[src/rtl/pio_irq_ctrl_if.sv]
// Signal bundle between the PIO state machines/host bus and the IRQ flag controller.
// The controller takes the slave modport; the master modport is the driving side.
interface pio_irq_ctrl_if #(
  parameter int NUM_SM    = 4,
  parameter int NUM_FLAGS = 8,
  parameter int NUM_LINES = 2
);
  localparam int FW = $clog2(NUM_FLAGS);

  logic [NUM_SM-1:0]    sm_irq_req;
  logic [2*NUM_SM-1:0]  sm_irq_op;
  logic [FW*NUM_SM-1:0] sm_irq_idx;
  logic [NUM_SM-1:0]    sm_irq_rel;
  logic [NUM_SM-1:0]    sm_wait_req;
  logic [NUM_SM-1:0]    sm_wait_pol;
  logic [FW*NUM_SM-1:0] sm_wait_idx;
  logic [NUM_SM-1:0]    sm_wait_rel;
  logic [NUM_SM-1:0]    sm_wait_ok;
  logic [NUM_SM-1:0]    sm_stall;
  logic                 host_we;
  logic [3:0]           host_addr;
  logic [31:0]          host_din;
  logic [31:0]          host_dout;
  logic [NUM_LINES-1:0] irq_out;

  modport master (
    output sm_irq_req, sm_irq_op, sm_irq_idx, sm_irq_rel,
    output sm_wait_req, sm_wait_pol, sm_wait_idx, sm_wait_rel,
    output host_we, host_addr, host_din,
    input  sm_wait_ok, sm_stall, host_dout, irq_out
  );

  modport slave (
    input  sm_irq_req, sm_irq_op, sm_irq_idx, sm_irq_rel,
    input  sm_wait_req, sm_wait_pol, sm_wait_idx, sm_wait_rel,
    input  host_we, host_addr, host_din,
    output sm_wait_ok, sm_stall, host_dout, irq_out
  );
endinterface

[src/rtl/pio_irq_ctrl.sv]
// Shared PIO IRQ flag register: SM/host set-clear-consume arbitration (set wins),
// per-SM IRQ WAIT stall tracking, and per-line masked/forced system interrupts.
module pio_irq_ctrl #(
  parameter int NUM_SM    = 4,
  parameter int NUM_FLAGS = 8,
  parameter int NUM_SYS   = 4,
  parameter int NUM_LINES = 2
) (
  input  logic          clk,
  input  logic          rst,
  pio_irq_ctrl_if.slave bus
);
  localparam int FW = $clog2(NUM_FLAGS);
  localparam int SW = $clog2(NUM_SM);

  typedef enum logic {ST_IDLE, ST_WAIT} stall_e;

  stall_e               state_q [NUM_SM];
  stall_e               state_d [NUM_SM];
  logic [FW-1:0]        widx_q  [NUM_SM];
  logic [FW-1:0]        widx_d  [NUM_SM];
  logic [NUM_FLAGS-1:0] flags_q, flags_d;
  logic [NUM_SYS-1:0]   inte_q  [NUM_LINES];
  logic [NUM_SYS-1:0]   inte_d  [NUM_LINES];
  logic [NUM_SYS-1:0]   intf_q  [NUM_LINES];
  logic [NUM_SYS-1:0]   intf_d  [NUM_LINES];
  logic [NUM_SYS-1:0]   ints    [NUM_LINES];
  logic [NUM_LINES-1:0] irq_q, irq_d;

  logic [FW-1:0]        irq_idx  [NUM_SM];
  logic [FW-1:0]        wait_idx [NUM_SM];
  logic [NUM_SM-1:0]    wait_ok;
  logic [NUM_FLAGS-1:0] set_v, clr_v;
  logic [31:0]          dout;

  // Relative mode rotates only the SM-select bits; the upper bits address a flag bank.
  function automatic logic [FW-1:0] resolve(input logic [FW-1:0] idx, input logic rel,
                                            input int sm);
    logic [FW-1:0] r;
    logic [SW-1:0] lo;
    r  = idx;
    lo = idx[SW-1:0] + SW'(sm);
    if (rel) r[SW-1:0] = lo;
    return r;
  endfunction

  always_comb begin
    for (int i = 0; i < NUM_SM; i++) begin
      irq_idx[i]  = resolve(bus.sm_irq_idx[i*FW +: FW], bus.sm_irq_rel[i], i);
      wait_idx[i] = resolve(bus.sm_wait_idx[i*FW +: FW], bus.sm_wait_rel[i], i);
    end
  end

  // A consuming waiter loses to any lower-numbered consuming waiter on the same flag.
  always_comb begin
    wait_ok = '0;
    for (int i = 0; i < NUM_SM; i++) begin
      wait_ok[i] = bus.sm_wait_req[i] & (flags_q[wait_idx[i]] == bus.sm_wait_pol[i]);
      for (int j = 0; j < i; j++) begin
        if (bus.sm_wait_pol[i] && bus.sm_wait_req[j] && bus.sm_wait_pol[j] &&
            (wait_idx[j] == wait_idx[i]))
          wait_ok[i] = 1'b0;
      end
    end
  end

  always_comb begin
    set_v = '0;
    clr_v = '0;
    for (int i = 0; i < NUM_SM; i++) begin
      state_d[i] = state_q[i];
      widx_d[i]  = widx_q[i];
      if (state_q[i] == ST_WAIT) begin
        if (!flags_q[widx_q[i]]) state_d[i] = ST_IDLE;
      end else if (bus.sm_irq_req[i]) begin
        case (bus.sm_irq_op[2*i +: 2])
          2'b00: set_v[irq_idx[i]] = 1'b1;
          2'b01: begin
            set_v[irq_idx[i]] = 1'b1;
            state_d[i]        = ST_WAIT;
            widx_d[i]         = irq_idx[i];
          end
          2'b10: clr_v[irq_idx[i]] = 1'b1;
          default: ;
        endcase
      end
      if (wait_ok[i] && bus.sm_wait_pol[i]) clr_v[wait_idx[i]] = 1'b1;
    end
    if (bus.host_we && bus.host_addr == 4'd0) clr_v = clr_v | bus.host_din[NUM_FLAGS-1:0];
    if (bus.host_we && bus.host_addr == 4'd1) set_v = set_v | bus.host_din[NUM_FLAGS-1:0];
    flags_d = set_v | (flags_q & ~clr_v);
  end

  always_comb begin
    dout = '0;
    case (bus.host_addr)
      4'd0:    dout = 32'(flags_q);
      4'd2:    dout = 32'(flags_q[NUM_SYS-1:0]);
      default: ;
    endcase
    for (int l = 0; l < NUM_LINES; l++) begin
      ints[l]   = (flags_q[NUM_SYS-1:0] | intf_q[l]) & inte_q[l];
      irq_d[l]  = |ints[l];
      inte_d[l] = inte_q[l];
      intf_d[l] = intf_q[l];
      if (bus.host_we && bus.host_addr == 4'(3 + 3*l)) inte_d[l] = bus.host_din[NUM_SYS-1:0];
      if (bus.host_we && bus.host_addr == 4'(4 + 3*l)) intf_d[l] = bus.host_din[NUM_SYS-1:0];
      if (bus.host_addr == 4'(3 + 3*l)) dout = 32'(inte_q[l]);
      if (bus.host_addr == 4'(4 + 3*l)) dout = 32'(intf_q[l]);
      if (bus.host_addr == 4'(5 + 3*l)) dout = 32'(ints[l]);
    end
  end

  always_ff @(posedge clk or posedge rst) begin
    if (rst) begin
      flags_q <= '0;
      irq_q   <= '0;
      for (int i = 0; i < NUM_SM; i++) begin
        state_q[i] <= ST_IDLE;
        widx_q[i]  <= '0;
      end
      for (int l = 0; l < NUM_LINES; l++) begin
        inte_q[l] <= '0;
        intf_q[l] <= '0;
      end
    end else begin
      flags_q <= flags_d;
      irq_q   <= irq_d;
      for (int i = 0; i < NUM_SM; i++) begin
        state_q[i] <= state_d[i];
        widx_q[i]  <= widx_d[i];
      end
      for (int l = 0; l < NUM_LINES; l++) begin
        inte_q[l] <= inte_d[l];
        intf_q[l] <= intf_d[l];
      end
    end
  end

  always_comb begin
    for (int i = 0; i < NUM_SM; i++) bus.sm_stall[i] = (state_q[i] == ST_WAIT);
  end

  assign bus.sm_wait_ok = wait_ok;
  assign bus.host_dout  = dout;
  assign bus.irq_out    = irq_q;

  if (NUM_FLAGS < 32) begin : g_din_hi
    logic unused_din_hi;
    assign unused_din_hi = ^bus.host_din[31:NUM_FLAGS];
  end
endmodule
[src/flat_wrapper.sv]
// flat-port wrapper written by rule: the top's interface ports become plain ports
module pio_irq_ctrl_flat 
#(
  parameter int NUM_SM    = 4,
  parameter int NUM_FLAGS = 8,
  parameter int NUM_SYS   = 4,
  parameter int NUM_LINES = 2
)
  (clk, rst, bus_sm_irq_req, bus_sm_irq_op, bus_sm_irq_idx, bus_sm_irq_rel, bus_sm_wait_req, bus_sm_wait_pol, bus_sm_wait_idx, bus_sm_wait_rel, bus_host_we, bus_host_addr, bus_host_din, bus_sm_wait_ok, bus_sm_stall, bus_host_dout, bus_irq_out);
  pio_irq_ctrl_if #(.NUM_SM(NUM_SM), .NUM_FLAGS(NUM_FLAGS), .NUM_LINES(NUM_LINES)) bus_i ();
  input  logic clk;
  input  logic rst;
  input wire logic [$bits(bus_i.sm_irq_req)-1:0] bus_sm_irq_req;
  input wire logic [$bits(bus_i.sm_irq_op)-1:0] bus_sm_irq_op;
  input wire logic [$bits(bus_i.sm_irq_idx)-1:0] bus_sm_irq_idx;
  input wire logic [$bits(bus_i.sm_irq_rel)-1:0] bus_sm_irq_rel;
  input wire logic [$bits(bus_i.sm_wait_req)-1:0] bus_sm_wait_req;
  input wire logic [$bits(bus_i.sm_wait_pol)-1:0] bus_sm_wait_pol;
  input wire logic [$bits(bus_i.sm_wait_idx)-1:0] bus_sm_wait_idx;
  input wire logic [$bits(bus_i.sm_wait_rel)-1:0] bus_sm_wait_rel;
  input wire logic [$bits(bus_i.host_we)-1:0] bus_host_we;
  input wire logic [$bits(bus_i.host_addr)-1:0] bus_host_addr;
  input wire logic [$bits(bus_i.host_din)-1:0] bus_host_din;
  output wire logic [$bits(bus_i.sm_wait_ok)-1:0] bus_sm_wait_ok;
  output wire logic [$bits(bus_i.sm_stall)-1:0] bus_sm_stall;
  output wire logic [$bits(bus_i.host_dout)-1:0] bus_host_dout;
  output wire logic [$bits(bus_i.irq_out)-1:0] bus_irq_out;
  assign bus_i.sm_irq_req = bus_sm_irq_req;
  assign bus_i.sm_irq_op = bus_sm_irq_op;
  assign bus_i.sm_irq_idx = bus_sm_irq_idx;
  assign bus_i.sm_irq_rel = bus_sm_irq_rel;
  assign bus_i.sm_wait_req = bus_sm_wait_req;
  assign bus_i.sm_wait_pol = bus_sm_wait_pol;
  assign bus_i.sm_wait_idx = bus_sm_wait_idx;
  assign bus_i.sm_wait_rel = bus_sm_wait_rel;
  assign bus_i.host_we = bus_host_we;
  assign bus_i.host_addr = bus_host_addr;
  assign bus_i.host_din = bus_host_din;
  assign bus_sm_wait_ok = bus_i.sm_wait_ok;
  assign bus_sm_stall = bus_i.sm_stall;
  assign bus_host_dout = bus_i.host_dout;
  assign bus_irq_out = bus_i.irq_out;
  pio_irq_ctrl #(.NUM_SM(NUM_SM), .NUM_FLAGS(NUM_FLAGS), .NUM_SYS(NUM_SYS), .NUM_LINES(NUM_LINES)) u_core (.clk(clk), .rst(rst), .bus(bus_i));
endmodule
[config.mk]
export PLATFORM = sky130hd
export DESIGN_NAME = pio_irq_ctrl_flat
export DESIGN_NICKNAME = d
export VERILOG_FILES = /design/src/rtl/pio_irq_ctrl_if.sv /design/src/rtl/pio_irq_ctrl.sv /design/src/flat_wrapper.sv
export SDC_FILE = /design/constraint.sdc
export NUM_CORES = 1
export LEC_CHECK = 0
export ABC_AREA = 1
export BUFFER_PORTS_ARGS = -buffer_cell sky130_fd_sc_hd__buf_2
export CAP_MARGIN = 20
export CORE_UTILIZATION = 35
export CTS_BUF_LIST = sky130_fd_sc_hd__clkbuf_16
export CTS_CLUSTER_SIZE = 24
export DETAILED_ROUTE_END_ITERATION = 8
export SYNTH_ARGS = -nofsm -noshare
export SYNTH_HDL_FRONTEND = slang
export SYNTH_SLANG_ARGS = --single-unit
export TNS_END_PERCENT = 1
[constraint.sdc]
create_clock -name clk -period 1.65 [get_ports clk]
set_input_delay 0.33 -clock clk [delete_from_list [all_inputs] [get_ports clk]]
set_output_delay 0.33 -clock clk [all_outputs]
set_load 0.01 [all_outputs]
==> parameters.txt <==
Parameter                              Value

Setup path
  Depth of the worst register-to-register path ... 12
  Worst endpoint required time ... 1320 ps
  Worst setup EP type ... output pin
  Data arrival time at the worst-slack endpoint ... 1640 ps
  Kind of launch point of the worst setup path ... flip-flop
  Worst r2r dst ... u_core.flags_q[2]
  Crit Path Category ... reg2out
  R2R Path Start ... u_core.flags_q[0]
  Reg-to-reg setup timing slack ... 30 ps
  Biggest fanout along the worst timing path ... 4

Routing
  M1 WL ... 7260 um
  Avg Vias per Cell ... 4.78
  Antenna violation net count after detailed routing ... 0
  Routed wire length ... 15,300 um
  Length of routed met2 wiring ... 6770 um
  Routed wire per std cell ... 13.0 um
  Highest layer used for signal routing ... met4
  First-pass iteration count of the detailed router ... 5
  Sum of met3 wire segment lengths after detailed routing ... 910 um
  Via Count ... 5,594
  Starting DRC count in detailed routing ... 458
  Residual DRC ... 0

Layout
  Count of antenna diodes in the layout ... 0
  Layout overhead on the synthesized area ... 34.3%
  Proportion of layout cells with a drive suffix above 1 ... 24.8%
  Fillcell total ... 1,396
  Combined flip-flop and latch cell area ... 0.00105 mm^2
  Area used by multi-input combinational logic ... 0.00297 mm^2
  NumNets Final ... 1,089
  Final instance area ... 0.00607 mm^2

GRT
  Maximum number of pins on one net before global-route repair ... 43
  Via count of the first global-routing pass ... 4,994
  Gr usage total ... 23.6%
  Sum of overflow across all layers after global routing ... 0
  Global-route wire length before repair ... 24,400 um
  Initial antenna violation count ... 0

Timing
  Minimum clock period after layout ... 1970 ps
  Setup Skew ... 2.57 ps
  Max-slew violation total from the final report ... 0
  Setup repair after global routing missed its margin ... true
  Final setup violation count ... 8
  Ratio of final minimum period to clock period ... 119%
  Final critical-path setup slack ... -321 ps
  Final Hold Viols ... 0
  Maximum clock frequency ... 507 MHz

Logic synthesis
  Leading cell type by number of instances after synthesis ... nand2_1
  Number of standard cells after synthesis ... 812
  Cell area after technology mapping ... 0.00452 mm^2
  Number of synthesis warnings ... 0
  Async S/R FF share, synth ... 100%
  Dominant cells by area after synthesis ... dfrtp_1 23%, nand2_1 21%, nor2_1 11%, inv_1 9.0%, nand3_1 6.6%
  Top FF cell, synth ... dfrtp_1
  List of most frequent post-synthesis cells ... 254 x nand2_1, 130 x nor2_1, 108 x inv_1
  Cell type with the largest total area after synthesis ... dfrtp_1
  Synth Register Bits ... 42
  Count of flip-flops with a built-in enable after synthesis ... 0
  Share of the yosys chip area belonging to registers ... 23.3%
  Synthesized area divided by synthesized cell count ... 5.56 um^2
  Share of Yosys cell area claimed by the top area cell type ... 23.3%
  Cell variety after synth ... 32

Placed design
  Placement-stage cell area ... 0.00581 mm^2
  Detail Placement HPWL ... 12,300 um
  Routability cong. ... 0.946
  Buffers added on ports ... 82

CTS
  Sinks on Clock Net ... 42
  Clock slew at reported path FFs ... 60 ps
  Clock Tree Buf Depth ... 2
  TritonCTS clock tree ... built
  Number of levels the H-tree was split into ... 2
  Clock buffer count from CTS ... 5
  Clk Latency, worst-skew pair ... 290 ps
  Cell at the root of the clock tree ... clkbuf_16

Die
  Number of rows created at floorplan ... 41
  Die Footprint ... 0.0134 mm^2
  Die Height ... 116 um
  Starting density of the core ... 35.8%
  IO Count ... 133
  Die Wd ... 116 um
  Core area ... 0.0126 mm^2

Pwr
  Leak pwr ... 3.30 nW
  PwrDens ... 1070 mW/mm^2
  Total power after layout ... 6.52 mW
  Worst IR Drop VDD ... 0.000585 V

Outcome
  Result of the run ... finished, violations left
  Violations in the final reports ... negative setup slack

Job
  Number of violations of the max-capacitance limit ... 0

Hold path
  Class of the worst hold path ... in2async
-- flip-flops by register name (all words and copies together), names as in the netlist --
name                 count
u_core.intf_q            8
u_core.widx_q           12
u_core.bus.sm_stall      4
u_core.flags_q           8
u_core.inte_q            8
u_core.bus.irq_out       2
-- layout by cell type (no fill, tap or decap), types with 14 or more instances in the layout --
cell,count
inv_1,103
nand3_1,60
o21ai_0,54
buf_4,100
a21oi_1,30
nand2_1,251
nor2_1,123
buf_2,82
nor2_2,14
conb_1,24
nand4_1,19
dfrtp_1,41
-- critical path: stages, from the launching register on --
cell	delay, ps
dfrtp_2	450
buf_4	160
o21ai_1	120
nand2_1	60
nand2_1	80
nor2_2	50
xor2_1	130
nor3_1	140
buf_2	160
-- metrics by stage --
step	setup TNS [ps]	hold WS, ps	setup slack [ps]	utilization, %	std cells
finish	-1930	82.4	-321	48.1	1171
global route	-3470	142	-415	48.1	1171
CTS	-2040	98.8	-329	47.8	1170
detailed placement	-3650	413	-291	46.0	1159
global placement	-3450	408	-261	46.0	1159
floorplan	-37.8	453	-28.3	-	835
-- routing by layer --
layer | GRT usage (%) | vias to the layer above
met5 | 0 | -
met4 | 7.01 | 0
met3 | 2.46 | 30
met2 | 37.7 | 194
met1 | 33.8 | 2450
li1 | - | 2920
-- where the power goes --
| group | leakage [nW] | internal, mW | switching [mW] |
|---|---|---|---|
| clock network | 0.0750 | 0.556 | 0.447 |
| logic | 2.70 | 1.60 | 2.15 |
| registers | 0.520 | 1.41 | 0.354 |
| total | 3.30 | 3.57 | 2.95 |
-- layout make-up --
class                   count  area share [%]
flip-flops and latches     42            17.3
inverters                 113            7.08
clock inverters             3           0.289
repair buffers            188            20.7
multi-input cells         648            49.0
well taps                 172            3.55
clock buffers               5            2.06
-- how the worst max path moves through the flow --
| stage | from | to | slack, ps | cells after the start |
|---|---|---|---|---|
| after floorplan | bus_sm_wait_idx[0] | bus_sm_wait_ok[2] | -30 | 8 |
| after global placement | bus_sm_wait_idx[9] | bus_sm_wait_ok[3] | -260 | 12 |
| after detailed placement | bus_sm_wait_idx[9] | u_core.flags_q[6] | -290 | 16 |
| after CTS | u_core.flags_q[7] | bus_sm_wait_ok[1] | -330 | 8 |
| after global routing | u_core.flags_q[4] | bus_sm_wait_ok[2] | -420 | 9 |
| final | u_core.flags_q[7] | bus_sm_wait_ok[1] | -320 | 8 |
-- logic make-up (layout without fill, tap and decap cells) --
kind of cell / after synthesis / in the layout / share of synthesized area, %
AOI/OAI and AO/OA: 116 / 116 / 14.2
xor gates and xnor gates: 7 / 7 / 1.36
buffers and inverters: 145 / 309 / 14.6
DFF: 42 / 42 / 23.3
other: 1 / 24 / 0.0830
and+or+nand+nor: 501 / 501 / 46.6
-- timing repair --
action,4_1_cts,5_1_grt
hold buffers,0,0
endpoints found under the setup margin,15,17
pin swaps,5,3
gates resized for setup,26,11
buffers inserted,3,1
Power figures use the tool's default switching activity.
